## config.mk

```make
export PLATFORM = sky130hd
export DESIGN_NAME = machine_ctrl_flat
export DESIGN_NICKNAME = d
export VERILOG_FILES = /design/src/rtl/machine_ctrl_if.sv /design/src/rtl/machine_ctrl.sv /design/src/flat_wrapper.sv
export SDC_FILE = /design/constraint.sdc
export NUM_CORES = 1
export LEC_CHECK = 0
export BUFFER_PORTS_ARGS = -buffer_cell sky130_fd_sc_hd__buf_2
export CAP_MARGIN = 20
export CORE_ASPECT_RATIO = 0.9
export CORE_UTILIZATION = 39
export CTS_CLUSTER_SIZE = 14
export DETAILED_ROUTE_END_ITERATION = 7
export GPL_ROUTABILITY_DRIVEN = 1
export PLACE_DENSITY = 0.83
export SLEW_MARGIN = 20
export SYNTH_ARGS = -nofsm -noshare
export SYNTH_HDL_FRONTEND = slang
export SYNTH_SLANG_ARGS = --single-unit
```

## constraint.sdc

```tcl
create_clock -name clk_in -period 3.7 [get_ports clk_in]
set_input_delay 0.185 -clock clk_in [delete_from_list [all_inputs] [get_ports clk_in]]
set_output_delay 0.185 -clock clk_in [all_outputs]
set_load 0.05 [all_outputs]
```

## src/rtl/machine_ctrl_if.sv

```systemverilog
// Signal bundle between the decoder/CSR file and the machine-mode trap sequencer.
// No valid/ready: the controller samples every input combinationally in each OPERATING cycle.
interface machine_ctrl_if;
  logic       illegal_instr_in;
  logic       misaligned_load_in;
  logic       misaligned_store_in;
  logic       misaligned_instr_in;
  logic [4:0] opcode_6_to_2_in;
  logic [2:0] funct3_in;
  logic [6:0] funct7_in;
  logic [4:0] rs1_addr_in;
  logic [4:0] rs2_addr_in;
  logic [4:0] rd_addr_in;
  logic       mie_in;
  logic       meie_in;
  logic       mtie_in;
  logic       msie_in;
  logic       meip_in;
  logic       mtip_in;
  logic       msip_in;

  logic       trap_taken_out;
  logic [1:0] pc_src_out;
  logic       flush_out;
  logic       instret_inc_out;
  logic       set_cause_out;
  logic       set_epc_out;
  logic       mie_clear_out;
  logic       mie_set_out;
  logic       i_or_e_out;
  logic [3:0] cause_out;
  logic       misaligned_exception_out;

  modport master (
    output illegal_instr_in, misaligned_load_in, misaligned_store_in, misaligned_instr_in,
    output opcode_6_to_2_in, funct3_in, funct7_in, rs1_addr_in, rs2_addr_in, rd_addr_in,
    output mie_in, meie_in, mtie_in, msie_in, meip_in, mtip_in, msip_in,
    input  trap_taken_out, pc_src_out, flush_out, instret_inc_out, set_cause_out,
    input  set_epc_out, mie_clear_out, mie_set_out, i_or_e_out, cause_out,
    input  misaligned_exception_out
  );

  modport slave (
    input  illegal_instr_in, misaligned_load_in, misaligned_store_in, misaligned_instr_in,
    input  opcode_6_to_2_in, funct3_in, funct7_in, rs1_addr_in, rs2_addr_in, rd_addr_in,
    input  mie_in, meie_in, mtie_in, msie_in, meip_in, mtip_in, msip_in,
    output trap_taken_out, pc_src_out, flush_out, instret_inc_out, set_cause_out,
    output set_epc_out, mie_clear_out, mie_set_out, i_or_e_out, cause_out,
    output misaligned_exception_out
  );
endinterface

```

## src/rtl/machine_ctrl.sv

```systemverilog
// Machine-mode trap/return sequencer: merges decoder exceptions, ECALL/EBREAK/MRET
// and enabled interrupts into PC-select, flush and CSR update strobes.
module machine_ctrl (
  input  logic           clk_in,
  input  logic           rst_in,
  machine_ctrl_if.slave  bus,
  output logic [1:0]     state_dbg_out
);

  localparam logic [1:0] ST_RESET       = 2'b00;
  localparam logic [1:0] ST_OPERATING   = 2'b01;
  localparam logic [1:0] ST_TRAP_TAKEN  = 2'b10;
  localparam logic [1:0] ST_TRAP_RETURN = 2'b11;

  logic [1:0] state_q, state_d;
  logic [3:0] cause_q, cause_d;
  logic       i_or_e_q, i_or_e_d;
  logic       mis_q, mis_d;

  logic is_system, is_ecall, is_ebreak, is_mret;
  logic irq_ext, irq_sw, irq_tmr, interrupt, exception, trap;
  logic [3:0] exc_code;

  assign is_system = (bus.opcode_6_to_2_in == 5'b11100) && (bus.funct3_in == 3'b000);
  assign is_ecall  = is_system && (bus.funct7_in == 7'd0) && (bus.rs2_addr_in == 5'd0) &&
                     (bus.rs1_addr_in == 5'd0) && (bus.rd_addr_in == 5'd0);
  assign is_ebreak = is_system && (bus.funct7_in == 7'd0) && (bus.rs2_addr_in == 5'd1) &&
                     (bus.rs1_addr_in == 5'd0) && (bus.rd_addr_in == 5'd0);
  assign is_mret   = is_system && (bus.funct7_in == 7'b0011000) && (bus.rs2_addr_in == 5'd2) &&
                     (bus.rs1_addr_in == 5'd0) && (bus.rd_addr_in == 5'd0);

  // Global MIE gates every source so the priority chain below sees only enabled interrupts.
  assign irq_ext   = bus.mie_in & bus.meie_in & bus.meip_in;
  assign irq_sw    = bus.mie_in & bus.msie_in & bus.msip_in;
  assign irq_tmr   = bus.mie_in & bus.mtie_in & bus.mtip_in;
  assign interrupt = irq_ext | irq_sw | irq_tmr;
  assign exception = bus.misaligned_instr_in | bus.illegal_instr_in | is_ecall | is_ebreak |
                     bus.misaligned_load_in | bus.misaligned_store_in;
  assign trap      = (state_q == ST_OPERATING) & (interrupt | exception);

  always_comb begin
    if (bus.misaligned_instr_in)      exc_code = 4'd0;
    else if (bus.illegal_instr_in)    exc_code = 4'd2;
    else if (is_ebreak)               exc_code = 4'd3;
    else if (bus.misaligned_load_in)  exc_code = 4'd4;
    else if (bus.misaligned_store_in) exc_code = 4'd6;
    else                              exc_code = 4'd11;
  end

  always_comb begin
    cause_d  = cause_q;
    i_or_e_d = i_or_e_q;
    mis_d    = mis_q;
    if (trap) begin
      i_or_e_d = interrupt;
      if (irq_ext)      cause_d = 4'd11;
      else if (irq_sw)  cause_d = 4'd3;
      else if (irq_tmr) cause_d = 4'd7;
      else              cause_d = exc_code;
      mis_d = ~interrupt & ((exc_code == 4'd0) | (exc_code == 4'd4) | (exc_code == 4'd6));
    end
  end

  always_comb begin
    state_d = state_q;
    case (state_q)
      ST_RESET:       state_d = ST_OPERATING;
      ST_OPERATING: begin
        if (trap)         state_d = ST_TRAP_TAKEN;
        else if (is_mret) state_d = ST_TRAP_RETURN;
      end
      ST_TRAP_TAKEN:  state_d = ST_OPERATING;
      ST_TRAP_RETURN: state_d = ST_OPERATING;
      default:        state_d = ST_RESET;
    endcase
  end

  always_ff @(posedge clk_in) begin
    if (rst_in) begin
      state_q  <= ST_RESET;
      cause_q  <= 4'd0;
      i_or_e_q <= 1'b0;
      mis_q    <= 1'b0;
    end else begin
      state_q  <= state_d;
      cause_q  <= cause_d;
      i_or_e_q <= i_or_e_d;
      mis_q    <= mis_d;
    end
  end

  always_comb begin
    bus.pc_src_out    = 2'b00;
    bus.flush_out     = 1'b1;
    bus.set_cause_out = 1'b0;
    bus.set_epc_out   = 1'b0;
    bus.mie_clear_out = 1'b0;
    bus.mie_set_out   = 1'b0;
    case (state_q)
      ST_OPERATING: begin
        bus.pc_src_out = 2'b11;
        bus.flush_out  = 1'b0;
      end
      ST_TRAP_TAKEN: begin
        bus.pc_src_out    = 2'b10;
        bus.set_cause_out = 1'b1;
        bus.set_epc_out   = 1'b1;
        bus.mie_clear_out = 1'b1;
      end
      ST_TRAP_RETURN: begin
        bus.pc_src_out  = 2'b01;
        bus.mie_set_out = 1'b1;
      end
      default: ;
    endcase
  end

  assign bus.trap_taken_out           = trap;
  assign bus.instret_inc_out          = (state_q == ST_OPERATING) & ~trap & ~is_mret;
  assign bus.i_or_e_out               = i_or_e_q;
  assign bus.cause_out                = cause_q;
  assign bus.misaligned_exception_out = mis_q;
  assign state_dbg_out                = state_q;

endmodule

```

## src/flat_wrapper.sv

```systemverilog
// flat-port wrapper written by rule: the top's interface ports become plain ports
module machine_ctrl_flat 
  (clk_in, rst_in, state_dbg_out, bus_illegal_instr_in, bus_misaligned_load_in, bus_misaligned_store_in, bus_misaligned_instr_in, bus_opcode_6_to_2_in, bus_funct3_in, bus_funct7_in, bus_rs1_addr_in, bus_rs2_addr_in, bus_rd_addr_in, bus_mie_in, bus_meie_in, bus_mtie_in, bus_msie_in, bus_meip_in, bus_mtip_in, bus_msip_in, bus_trap_taken_out, bus_pc_src_out, bus_flush_out, bus_instret_inc_out, bus_set_cause_out, bus_set_epc_out, bus_mie_clear_out, bus_mie_set_out, bus_i_or_e_out, bus_cause_out, bus_misaligned_exception_out);
  machine_ctrl_if bus_i ();
  input  logic clk_in;
  input  logic rst_in;
  output logic [1:0] state_dbg_out;
  input wire logic [$bits(bus_i.illegal_instr_in)-1:0] bus_illegal_instr_in;
  input wire logic [$bits(bus_i.misaligned_load_in)-1:0] bus_misaligned_load_in;
  input wire logic [$bits(bus_i.misaligned_store_in)-1:0] bus_misaligned_store_in;
  input wire logic [$bits(bus_i.misaligned_instr_in)-1:0] bus_misaligned_instr_in;
  input wire logic [$bits(bus_i.opcode_6_to_2_in)-1:0] bus_opcode_6_to_2_in;
  input wire logic [$bits(bus_i.funct3_in)-1:0] bus_funct3_in;
  input wire logic [$bits(bus_i.funct7_in)-1:0] bus_funct7_in;
  input wire logic [$bits(bus_i.rs1_addr_in)-1:0] bus_rs1_addr_in;
  input wire logic [$bits(bus_i.rs2_addr_in)-1:0] bus_rs2_addr_in;
  input wire logic [$bits(bus_i.rd_addr_in)-1:0] bus_rd_addr_in;
  input wire logic [$bits(bus_i.mie_in)-1:0] bus_mie_in;
  input wire logic [$bits(bus_i.meie_in)-1:0] bus_meie_in;
  input wire logic [$bits(bus_i.mtie_in)-1:0] bus_mtie_in;
  input wire logic [$bits(bus_i.msie_in)-1:0] bus_msie_in;
  input wire logic [$bits(bus_i.meip_in)-1:0] bus_meip_in;
  input wire logic [$bits(bus_i.mtip_in)-1:0] bus_mtip_in;
  input wire logic [$bits(bus_i.msip_in)-1:0] bus_msip_in;
  output wire logic [$bits(bus_i.trap_taken_out)-1:0] bus_trap_taken_out;
  output wire logic [$bits(bus_i.pc_src_out)-1:0] bus_pc_src_out;
  output wire logic [$bits(bus_i.flush_out)-1:0] bus_flush_out;
  output wire logic [$bits(bus_i.instret_inc_out)-1:0] bus_instret_inc_out;
  output wire logic [$bits(bus_i.set_cause_out)-1:0] bus_set_cause_out;
  output wire logic [$bits(bus_i.set_epc_out)-1:0] bus_set_epc_out;
  output wire logic [$bits(bus_i.mie_clear_out)-1:0] bus_mie_clear_out;
  output wire logic [$bits(bus_i.mie_set_out)-1:0] bus_mie_set_out;
  output wire logic [$bits(bus_i.i_or_e_out)-1:0] bus_i_or_e_out;
  output wire logic [$bits(bus_i.cause_out)-1:0] bus_cause_out;
  output wire logic [$bits(bus_i.misaligned_exception_out)-1:0] bus_misaligned_exception_out;
  assign bus_i.illegal_instr_in = bus_illegal_instr_in;
  assign bus_i.misaligned_load_in = bus_misaligned_load_in;
  assign bus_i.misaligned_store_in = bus_misaligned_store_in;
  assign bus_i.misaligned_instr_in = bus_misaligned_instr_in;
  assign bus_i.opcode_6_to_2_in = bus_opcode_6_to_2_in;
  assign bus_i.funct3_in = bus_funct3_in;
  assign bus_i.funct7_in = bus_funct7_in;
  assign bus_i.rs1_addr_in = bus_rs1_addr_in;
  assign bus_i.rs2_addr_in = bus_rs2_addr_in;
  assign bus_i.rd_addr_in = bus_rd_addr_in;
  assign bus_i.mie_in = bus_mie_in;
  assign bus_i.meie_in = bus_meie_in;
  assign bus_i.mtie_in = bus_mtie_in;
  assign bus_i.msie_in = bus_msie_in;
  assign bus_i.meip_in = bus_meip_in;
  assign bus_i.mtip_in = bus_mtip_in;
  assign bus_i.msip_in = bus_msip_in;
  assign bus_trap_taken_out = bus_i.trap_taken_out;
  assign bus_pc_src_out = bus_i.pc_src_out;
  assign bus_flush_out = bus_i.flush_out;
  assign bus_instret_inc_out = bus_i.instret_inc_out;
  assign bus_set_cause_out = bus_i.set_cause_out;
  assign bus_set_epc_out = bus_i.set_epc_out;
  assign bus_mie_clear_out = bus_i.mie_clear_out;
  assign bus_mie_set_out = bus_i.mie_set_out;
  assign bus_i_or_e_out = bus_i.i_or_e_out;
  assign bus_cause_out = bus_i.cause_out;
  assign bus_misaligned_exception_out = bus_i.misaligned_exception_out;
  machine_ctrl u_core (.clk_in(clk_in), .rst_in(rst_in), .bus(bus_i), .state_dbg_out(state_dbg_out));
endmodule
```

==> results of run 1 <==
-- cells by family (layout without fill, tap and decap cells) --
kind of cell | Yosys count | count (layout) | synth area share, %
AO/OA/AOI/OAI | 22 | 22 | 27.7
AND/OR/NAND/NOR | 34 | 34 | 33.9
adder cells (fa/ha/maj) | 3 | 3 | 5.59
flip-flops | 8 | 8 | 23.8
buffers and inverters | 14 | 74 | 8.94
-- sequential cells by signal (all words and copies together) (netlist names) --
name / cells
u_core.bus.i_or_e_out: 1
u_core.bus.misaligned_exception_out: 1
u_core.bus.cause_out: 4
u_core.state_dbg_out: 2
-- power by group --
| part | internal [mW] | switching (mW) |
|---|---|---|
| registers | 0.0934 | 0.00482 |
| clock network | 0.0372 | 0.0301 |
| logic | 0.0431 | 0.0884 |
| total | 0.174 | 0.123 |
-- cell type report --
| class | count | area [um2] |
|---|---|---|
| tap | 22 | 27.5 |
| timing repair buffer | 59 | 295 |
| sequential | 8 | 160 |
| clock buffer | 3 | 22.5 |
| multi-input combinational | 59 | 452 |
| fill | 148 | 527 |
| inverter | 12 | 45.0 |
-- layer usage --
metal | vias up | share of wire, %
li1 | 437 | -
met1 | 394 | 40
met2 | 50 | 51
met3 | 2 | 8.8
met4 | 0 | 0.39
met5 | - | 0
-- path summary, 6_finish.rpt --
| path | start | to | slack [ns] | depth (start not counted) |
|---|---|---|---|---|
| max | bus_funct3_in[0] | bus_trap_taken_out | 1.63 | 7 |
| min | rst_in | u_core.bus.cause_out[0] | 0.23 | 2 |
| max reg2reg | u_core.state_dbg_out[0] | u_core.bus.cause_out[0] | 2.11 | 4 |
| min reg2reg | u_core.bus.cause_out[0] | u_core.bus.cause_out[0] | 0.46 | 2 |
-- metrics by stage --
| stage | worst slack (ns) | area [um2] | hold WS [ns] | util [%] |
|---|---|---|---|---|
| 2_1_floorplan | 1.52 | 672 | 0.258 | - |
| 3_3_place_gp | 1.73 | 980 | 0.452 | 64.1 |
| 3_5_place_dp | 1.68 | 980 | 0.452 | 64.1 |
| 4_1_cts | 1.67 | 1000 | 0.219 | 65.5 |
| 5_1_grt | 1.51 | 1000 | 0.228 | 65.5 |
| 6_report | 1.63 | 1000 | 0.227 | 65.5 |
-- cells in the mapped netlist, drive strengths merged --
cell type | instances | area, um2
nand4 | 1 | 6.26
a41oi | 1 | 8.76
or4b | 1 | 10.0
a31o | 1 | 8.76
inv | 12 | 45.0
or4 | 3 | 33.8
ha | 3 | 37.5
nand3 | 2 | 10.0
o221a | 1 | 11.3
nor4b | 1 | 15.0
a221oi | 1 | 8.76
nand2 | 3 | 11.3
a32o | 3 | 30.0
dfxtp | 8 | 160
or3 | 1 | 6.26
or2 | 3 | 18.8
o21ai | 4 | 23.8
a22oi | 1 | 7.51
a211oi | 2 | 15.0
a21oi | 3 | 15.0
and4bb | 1 | 12.5
nor3 | 3 | 15.0
a21o | 1 | 7.51
a2111oi | 2 | 36.3
o22ai | 1 | 6.26
nor2 | 6 | 22.5
and4b | 1 | 10.0
nor4 | 5 | 37.5
buf | 2 | 15.0
and3 | 3 | 18.8
o21a | 1 | 7.51
-- cells in the final DEF, fill, tap and decap left out, types with 2 or more instances in the layout --
master,count
nor2_1,6
or2_2,3
buf_2,59
dfxtp_1,8
and3_1,3
nor3_1,3
ha_1,3
a32o_1,3
nand2_1,3
nor4_1,4
a21oi_1,3
clkbuf_4,3
or4_4,3
nand3_1,2
inv_1,12
a211oi_1,2
o21ai_0,3
==> run summary, run 1 <==
delay-heaviest family, CP -> simple AND/OR/NAND/NOR gates
number of rows created at floorplan -> 13
startpoint-to-endpoint class of the critical path -> in2out
Post-route DRC -> 0
number of maximum-capacitance constraint violations -> 0
first-iteration detailed-routing DRC count -> 29
nature of the critical path endpoint -> output pin
biggest cell delay along the critical path -> 0.58 ns
met3 Resource Use GR -> 7.33%
gr usage total -> 24.0%
first-pass iteration count of the detailed router -> 6
busiest metal layer after global routing -> met2
net count reported at finish -> 189
mapped cell area -> 672 um2
Distinct cells, synth -> 34
worst hold path type -> in2reg
antenna violations before repair -> 0
post-cts repair resize count -> 0
CTS Buffer Depth -> 2
post-cts hold buffer count -> 0
per-instance average area after synthesis -> 8.29 um2
clk root buf -> clkbuf_4
die height -> 41.4 um
maximum fanout along the worst path -> 5
Post-Route Skew -> 0.0115 ns
post-layout minimum cycle time -> 2.07 ns
peak clock frequency supported by timing -> 484 MHz
worst path bufs/invs -> 3
global-route wire length before repair -> 3170 um
total of endpoints with negative setup slack in the final report -> 0
net count of the mapped netlist -> 127
overflow left after global routing -> 0
final std cells w/o fill -> 163
global-route met1 utilization -> 23.9%
number of vias in the routed layout -> 883
Pleak -> 0.515 nW
number of antenna repair diodes -> 0
Die X -> 45.8 um
PortBufs -> 59
fraction of layout cells with a size suffix above 1 -> 52.5%
slew of the pin with the lowest slew margin -> 0.581 ns
CTS buffer count -> 3
cells along the critical path -> buf_2 -> nor4_2 -> nand4_1 -> nor4_1 -> o21ai_2 -> inv_1 -> buf_2
synthesized flop and latch total -> 8
Final Hold Fails -> 0
starting utilization of the core area -> 43.9%
run status -> finished clean
total power after layout -> 0.297 mW
half-perimeter wire length after detailed placement -> 1720 um
Arrival @ worst endpoint -> 1.88 ns
Final Routed Wirelength -> 2030 um
clk slew on worst S/H paths -> 0.05 ns
Worst slew margin -> 60.8%
power density normalized to cell area -> 296 nW/um2
count of clock tree sinks -> 8
clock tree from TritonCTS -> yes
number of vias per cell -> 5.42
number of H-tree levels -> 1
source-to-sink clock delay at the later pin of the worst-skew pair -> 0.26 ns
RD Place Congestion -> 0.902
via count of the first global-routing pass -> 778
wire length per cell after detailed routing -> 12.5 um
largest net degree at the start of global routing -> 7
setup tns final -> 0 ns
critical path's most frequent cell -> buf_2
I/O Pins -> 60
CP startpoint kind -> primary input
number of warnings reported in the yosys synthesis log -> 0
count of mapped cells out of synthesis -> 81
cell with the largest stage delay on the worst path -> nor4_1
RSZ-0062 raised after global routing -> no
met2 track demand over resource in global routing -> 50.0%
part of the Yosys area used for sequential elements -> 23.8%
buffers inserted during post-CTS setup optimization -> 0
Post-DRT Antenna Nets -> 0
full die area -> 1890 um2
period utilisation layout -> 55.8%
Std-Cell Core Area -> 1530 um2
final-report max-slew violation count -> 0
maximum ir drop on the vdd rail -> 0.000265 V
Data required, critical path -> 3.51 ns
placed cell count -> 160
area growth from synthesis to final layout -> 49.2%
No activity file was read; power rests on OpenSTA's default activity.
==> inputs of run 2 (changes only) <==
--- a/config.mk
+++ b/config.mk
@@ -8,11 +8,11 @@
 export BUFFER_PORTS_ARGS = -buffer_cell sky130_fd_sc_hd__buf_2
 export CAP_MARGIN = 20
 export CORE_ASPECT_RATIO = 0.9
-export CORE_UTILIZATION = 39
+export CORE_UTILIZATION = 36
 export CTS_CLUSTER_SIZE = 14
 export DETAILED_ROUTE_END_ITERATION = 7
 export GPL_ROUTABILITY_DRIVEN = 1
-export PLACE_DENSITY = 0.83
+export PLACE_DENSITY = 0.78
 export SLEW_MARGIN = 20
 export SYNTH_ARGS = -nofsm -noshare
 export SYNTH_HDL_FRONTEND = slang
==> constraint.sdc (replaced) <==
create_clock -name clk_in -period 2.14 [get_ports clk_in]
set_input_delay 0.107 -clock clk_in [delete_from_list [all_inputs] [get_ports clk_in]]
set_output_delay 0.107 -clock clk_in [all_outputs]
set_load 0.05 [all_outputs]
==> run 2 against run 1 <==
Against the previous run: sequential power increased by 73%; worst hold slack got worse by 0.089 ns; non-clock buffer count increased by 1; global-route usage decreased by 3.3 points; final area increased by 1.0%; total power increased by 73%; clock-buffer cell count unchanged; first-iteration DRC count decreased by 52%; cell count increased by 1.8%; sequential cell count unchanged; wire length decreased by 5.7%; critical path type unchanged; largest cell class unchanged; highest routed layer unchanged.
==> run summary, run 2 (synthesis results as in run 1) <==
number of flip-flops under the largest register name -> 4
post-layout minimum cycle time -> 1.91 ns
Final Hold Fails -> 0
peak clock frequency supported by timing -> 523 MHz
CP startpoint kind -> primary input
number of H-tree levels -> 1
number of rows created at floorplan -> 14
via count of the first global-routing pass -> 771
CTS buffer count -> 3
RSZ-0062 raised after global routing -> no
largest net degree at the start of global routing -> 7
number of maximum-capacitance constraint violations -> 0
worst hold path depth -> 2
worst path setup slack after routing -> 0.227 ns
setup tns final -> 0 ns
Data required, critical path -> 2.03 ns
first-pass iteration count of the detailed router -> 4
source-to-sink clock delay at the later pin of the worst-skew pair -> 0.26 ns
Worst slew margin -> 61.3%
RD Place Congestion -> 0.833
starting utilization of the core area -> 39.1%
placed cell count -> 163
worst hold path type -> in2reg
final non-filler cell area -> 1010 um2
launch instance of the worst min-delay path -> rst_in
wire length per cell after detailed routing -> 11.5 um
origin of the critical flop-to-flop path -> u_core.state_dbg_out[0]
maximum fanout along the worst path -> 5
Pleak -> 0.520 nW
number of vias per cell -> 5.29
net count reported at finish -> 190
Worst Reg-to-Reg Cells -> 4
Setup crit start -> bus_funct3_in[0]
Post-DRT Antenna Nets -> 0
post-cts repair resize count -> 0
Final Routed Wirelength -> 1920 um
I/O Pins -> 60
cell with the largest stage delay on the worst path -> nor4_1
clock tree from TritonCTS -> yes
global-route wire length before repair -> 3070 um
half-perimeter wire length after detailed placement -> 1640 um
PortBufs -> 59
run status -> finished clean
cells along the critical path -> buf_2 -> nor4_2 -> nand4_1 -> nor4_1 -> o21ai_2 -> inv_1 -> buf_2
area growth from synthesis to final layout -> 50.7%
placement-stage worst setup slack -> 0.230 ns
power density normalized to cell area -> 507 nW/um2
most frequent standard cell in the layout excluding fill and tap cells -> buf_2
Std-Cell Core Area -> 1720 um2
first-iteration detailed-routing DRC count -> 14
clk root buf -> clkbuf_4
final std cells w/o fill -> 166
maximum ir drop on the vdd rail -> 0.000338 V
biggest cell delay along the critical path -> 0.59 ns
number of vias in the routed layout -> 878
gr usage total -> 20.7%
startpoint-to-endpoint class of the critical path -> in2out
post-cts hold buffer count -> 0
Post-route DRC -> 0
# fillers -> 195
Arrival @ worst endpoint -> 1.81 ns
count of clock tree sinks -> 8
die height -> 43.0 um
period utilisation layout -> 89.4%
final-layout worst hold slack -> 0.138 ns
nature of the critical path endpoint -> output pin
critical path's most frequent cell -> buf_2
fraction of layout cells with a size suffix above 1 -> 52.8%
clk slew on worst S/H paths -> 0.06 ns
worst path bufs/invs -> 3
most frequent cells in the layout -> 59 x buf_2, 12 x inv_1, 8 x dfxtp_1
final-report max-slew violation count -> 0
total of endpoints with negative setup slack in the final report -> 0
slew of the pin with the lowest slew margin -> 0.575 ns
Die X -> 47.5 um
Post-Route Skew -> 0.00530 ns
full die area -> 2040 um2
buffers inserted during post-CTS setup optimization -> 0
delay-heaviest family, CP -> simple AND/OR/NAND/NOR gates
overflow left after global routing -> 0
DP Area -> 990 um2
number of antenna repair diodes -> 0
antenna violations before repair -> 0
CTS Buffer Depth -> 2
number of cells on the critical path -> 7
==> run 2: changes by cell type in the layout (fill, tap and decap cells not counted) <==
cell	previous run	this run
buf_4	0	1
==> run 2: cell type report <==
class | count | area, um2 | share of cell area, %
Multi-Input combinational cell | 59 | 452 | 44.6
Timing Repair Buffer | 60 | 303 | 29.9
Sequential cell | 8 | 160 | 15.8
Inverter | 12 | 45.0 | 4.45
Tap cell | 24 | 30.0 | 2.97
Clock buffer | 3 | 22.5 | 2.22
==> run 2: final timing paths <==
kind | to | slack (ns)
max | bus_trap_taken_out | 0.23
min | u_core.bus.cause_out[0] | 0.14
max reg2reg | u_core.bus.cause_out[0] | 0.70
min reg2reg | u_core.bus.cause_out[0] | 0.45
==> run 2: through the flow <==
| step | power, mW | util (%) |
|---|---|---|
| floorplan | 0.322 | - |
| global placement | 0.395 | 57.7 |
| detailed placement | 0.400 | 57.7 |
| CTS | 0.521 | 59.0 |
| global route | 0.553 | 59.0 |
| finish | 0.513 | 59.0 |
==> run 2: power by group <==
| group | switching, mW | internal, mW | total (mW) |
|---|---|---|---|
| Clock | 0.0530 | 0.0643 | 0.117 |
| Combinational | 0.151 | 0.0750 | 0.226 |
| Sequential | 0.00848 | 0.161 | 0.170 |
| Total | 0.213 | 0.301 | 0.513 |
==> run 2: metal layers <==
layer | wire length, um | vias up | track usage [%]
li1 | - | 432 | -
met1 | 759 | 391 | 23.3
met2 | 889 | 53 | 35.9
met4 | 10 | 0 | 3.89
met5 | 0 | - | 0
met3 | 256 | 2 | 8.09
==> inputs of run 3 (changes only) <==
--- a/config.mk
+++ b/config.mk
@@ -12,6 +12,7 @@
 export CTS_CLUSTER_SIZE = 14
 export DETAILED_ROUTE_END_ITERATION = 7
 export GPL_ROUTABILITY_DRIVEN = 1
+export GPL_TIMING_DRIVEN = 0
 export PLACE_DENSITY = 0.78
 export SLEW_MARGIN = 20
 export SYNTH_ARGS = -nofsm -noshare
==> run 3 against run 2 <==
Against the previous run: sequential power is essentially flat; first-iteration DRC count grew 14%; worst hold slack is essentially flat; setup slack gained 0.025 ns; largest power group unchanged.
==> run summary, run 3 (synthesis results as in run 1) <==
via count of the first global-routing pass -> 742
overflow left after global routing -> 0
maximum ir drop on the vdd rail -> 0.000384 V
number of antenna repair diodes -> 0
slew of the pin with the lowest slew margin -> 0.573 ns
antenna violations before repair -> 0
Arrival @ worst endpoint -> 1.78 ns
run status -> finished clean
area growth from synthesis to final layout -> 51.8%
first-iteration detailed-routing DRC count -> 16
# fillers -> 168
number of flip-flops under the largest register name -> 4
number of H-tree levels -> 1
RD Place Congestion -> 0.864
Pleak -> 0.525 nW
setup tns final -> 0 ns
post-cts hold buffer count -> 0
Data required, critical path -> 2.03 ns
total of endpoints with negative setup slack in the final report -> 0
gr usage total -> 19.6%
final cell utilization of the core -> 59.4%
I/O Pins -> 60
delay-heaviest family, CP -> simple AND/OR/NAND/NOR gates
source-to-sink clock delay at the later pin of the worst-skew pair -> 0.24 ns
full die area -> 2040 um2
startpoint-to-endpoint class of the critical path -> in2out
global-route wire length before repair -> 2940 um
die height -> 43.0 um
Final Hold Fails -> 0
biggest cell delay along the critical path -> 0.54 ns
first-pass iteration count of the detailed router -> 4
most frequent standard cell in the layout excluding fill and tap cells -> buf_2
number of vias in the routed layout -> 844
number of vias per cell -> 5.05
half-perimeter wire length after detailed placement -> 1540 um
clk root buf -> clkbuf_4
CTS buffer count -> 3
cell with the largest stage delay on the worst path -> nor4_1
number of maximum-capacitance constraint violations -> 0
Worst slew margin -> 61.4%
largest net degree at the start of global routing -> 7
nature of the critical path endpoint -> output pin
Post-Route Skew -> 0.000517 ns
Post-DRT Antenna Nets -> 0
power density normalized to cell area -> 496 nW/um2
starting utilization of the core area -> 39.1%
PortBufs -> 59
CTS Buffer Depth -> 2
number of rows created at floorplan -> 14
clock tree from TritonCTS -> yes
period utilisation layout -> 88.2%
wire length per cell after detailed routing -> 10.7 um
most frequent cells in the layout -> 59 x buf_2, 12 x inv_1, 8 x dfxtp_1
count of clock tree sinks -> 8
sequential cell area in the final layout -> 160 um2
worst hold path type -> in2reg
worst path bufs/invs -> 4
net count reported at finish -> 191
post-layout minimum cycle time -> 1.89 ns
Multi-input gate area -> 452 um2
Final Routed Wirelength -> 1790 um
buffers inserted during post-CTS setup optimization -> 0
Post-route DRC -> 0
fraction of layout cells with a size suffix above 1 -> 53.1%
clk slew on worst S/H paths -> 0.05 ns
cells along the critical path -> buf_2 -> nor4_1 -> inv_1 -> or2_2 -> o21ai_2 -> inv_1 -> buf_2
maximum fanout along the worst path -> 5
final-report max-slew violation count -> 0
Die X -> 47.5 um
post-cts repair resize count -> 0
Std-Cell Core Area -> 1720 um2
RSZ-0062 raised after global routing -> no
CP startpoint kind -> primary input
peak clock frequency supported by timing -> 530 MHz
## run 3: cell count changes in the layout (fill, tap and decap cells not counted), sizes merged
| cell | change |
|---|---|
| buf | +1 |
## run 3: worst register-to-register path, stage by stage, from the launching register on
cell       delay (ns)
dfxtp_1          0.39
ha_1             0.28
inv_1            0.14
a2111oi_0        0.49
a211oi_1         0.09
## run 3: path summary, 6_finish.rpt
kind	from	endpoint	slack (ns)	cells after the start
worst max register to register	u_core.state_dbg_out[0]	u_core.bus.cause_out[0]	0.61	4
worst min register to register	u_core.bus.cause_out[0]	u_core.bus.cause_out[0]	0.46	2
worst min-delay path	rst_in	u_core.bus.cause_out[0]	0.14	2
worst max-delay path	bus_misaligned_instr_in	bus_trap_taken_out	0.25	7
## run 3: final cells by class
type / instances / area share [%]
timing repair buffer: 59 / 29.0
inverter: 12 / 4.42
sequential: 8 / 15.7
clock buffer: 3 / 2.21
multi-input combinational: 59 / 44.3
tap: 24 / 2.94
buffer: 2 / 1.47
## run 3: per-stage QoR
stage / cell area (um2) / setup slack (ns) / cells / hold slack (ns) / power, mW
after floorplan: 672 / 0.0381 / 81 / 0.180 / 0.322
after global placement: 997 / 0.251 / 164 / 0.390 / 0.396
after detailed placement: 997 / 0.188 / 164 / 0.391 / 0.401
after CTS: 1020 / 0.238 / 167 / 0.130 / 0.514
after global routing: 1020 / 0.0586 / 167 / 0.130 / 0.540
final: 1020 / 0.252 / 167 / 0.138 / 0.506
## run 3: where the power goes
group          internal [mW]  switching (mW)
registers              0.162         0.00822
logic                 0.0769           0.151
clock network         0.0637          0.0444
## run 3: per-layer routing
layer / global-route usage (%) / part of all wire [%]
met1: 22.5 / 42
met2: 34.8 / 47
met3: 6.81 / 11
met4: 2.78 / 0
met5: 0 / 0
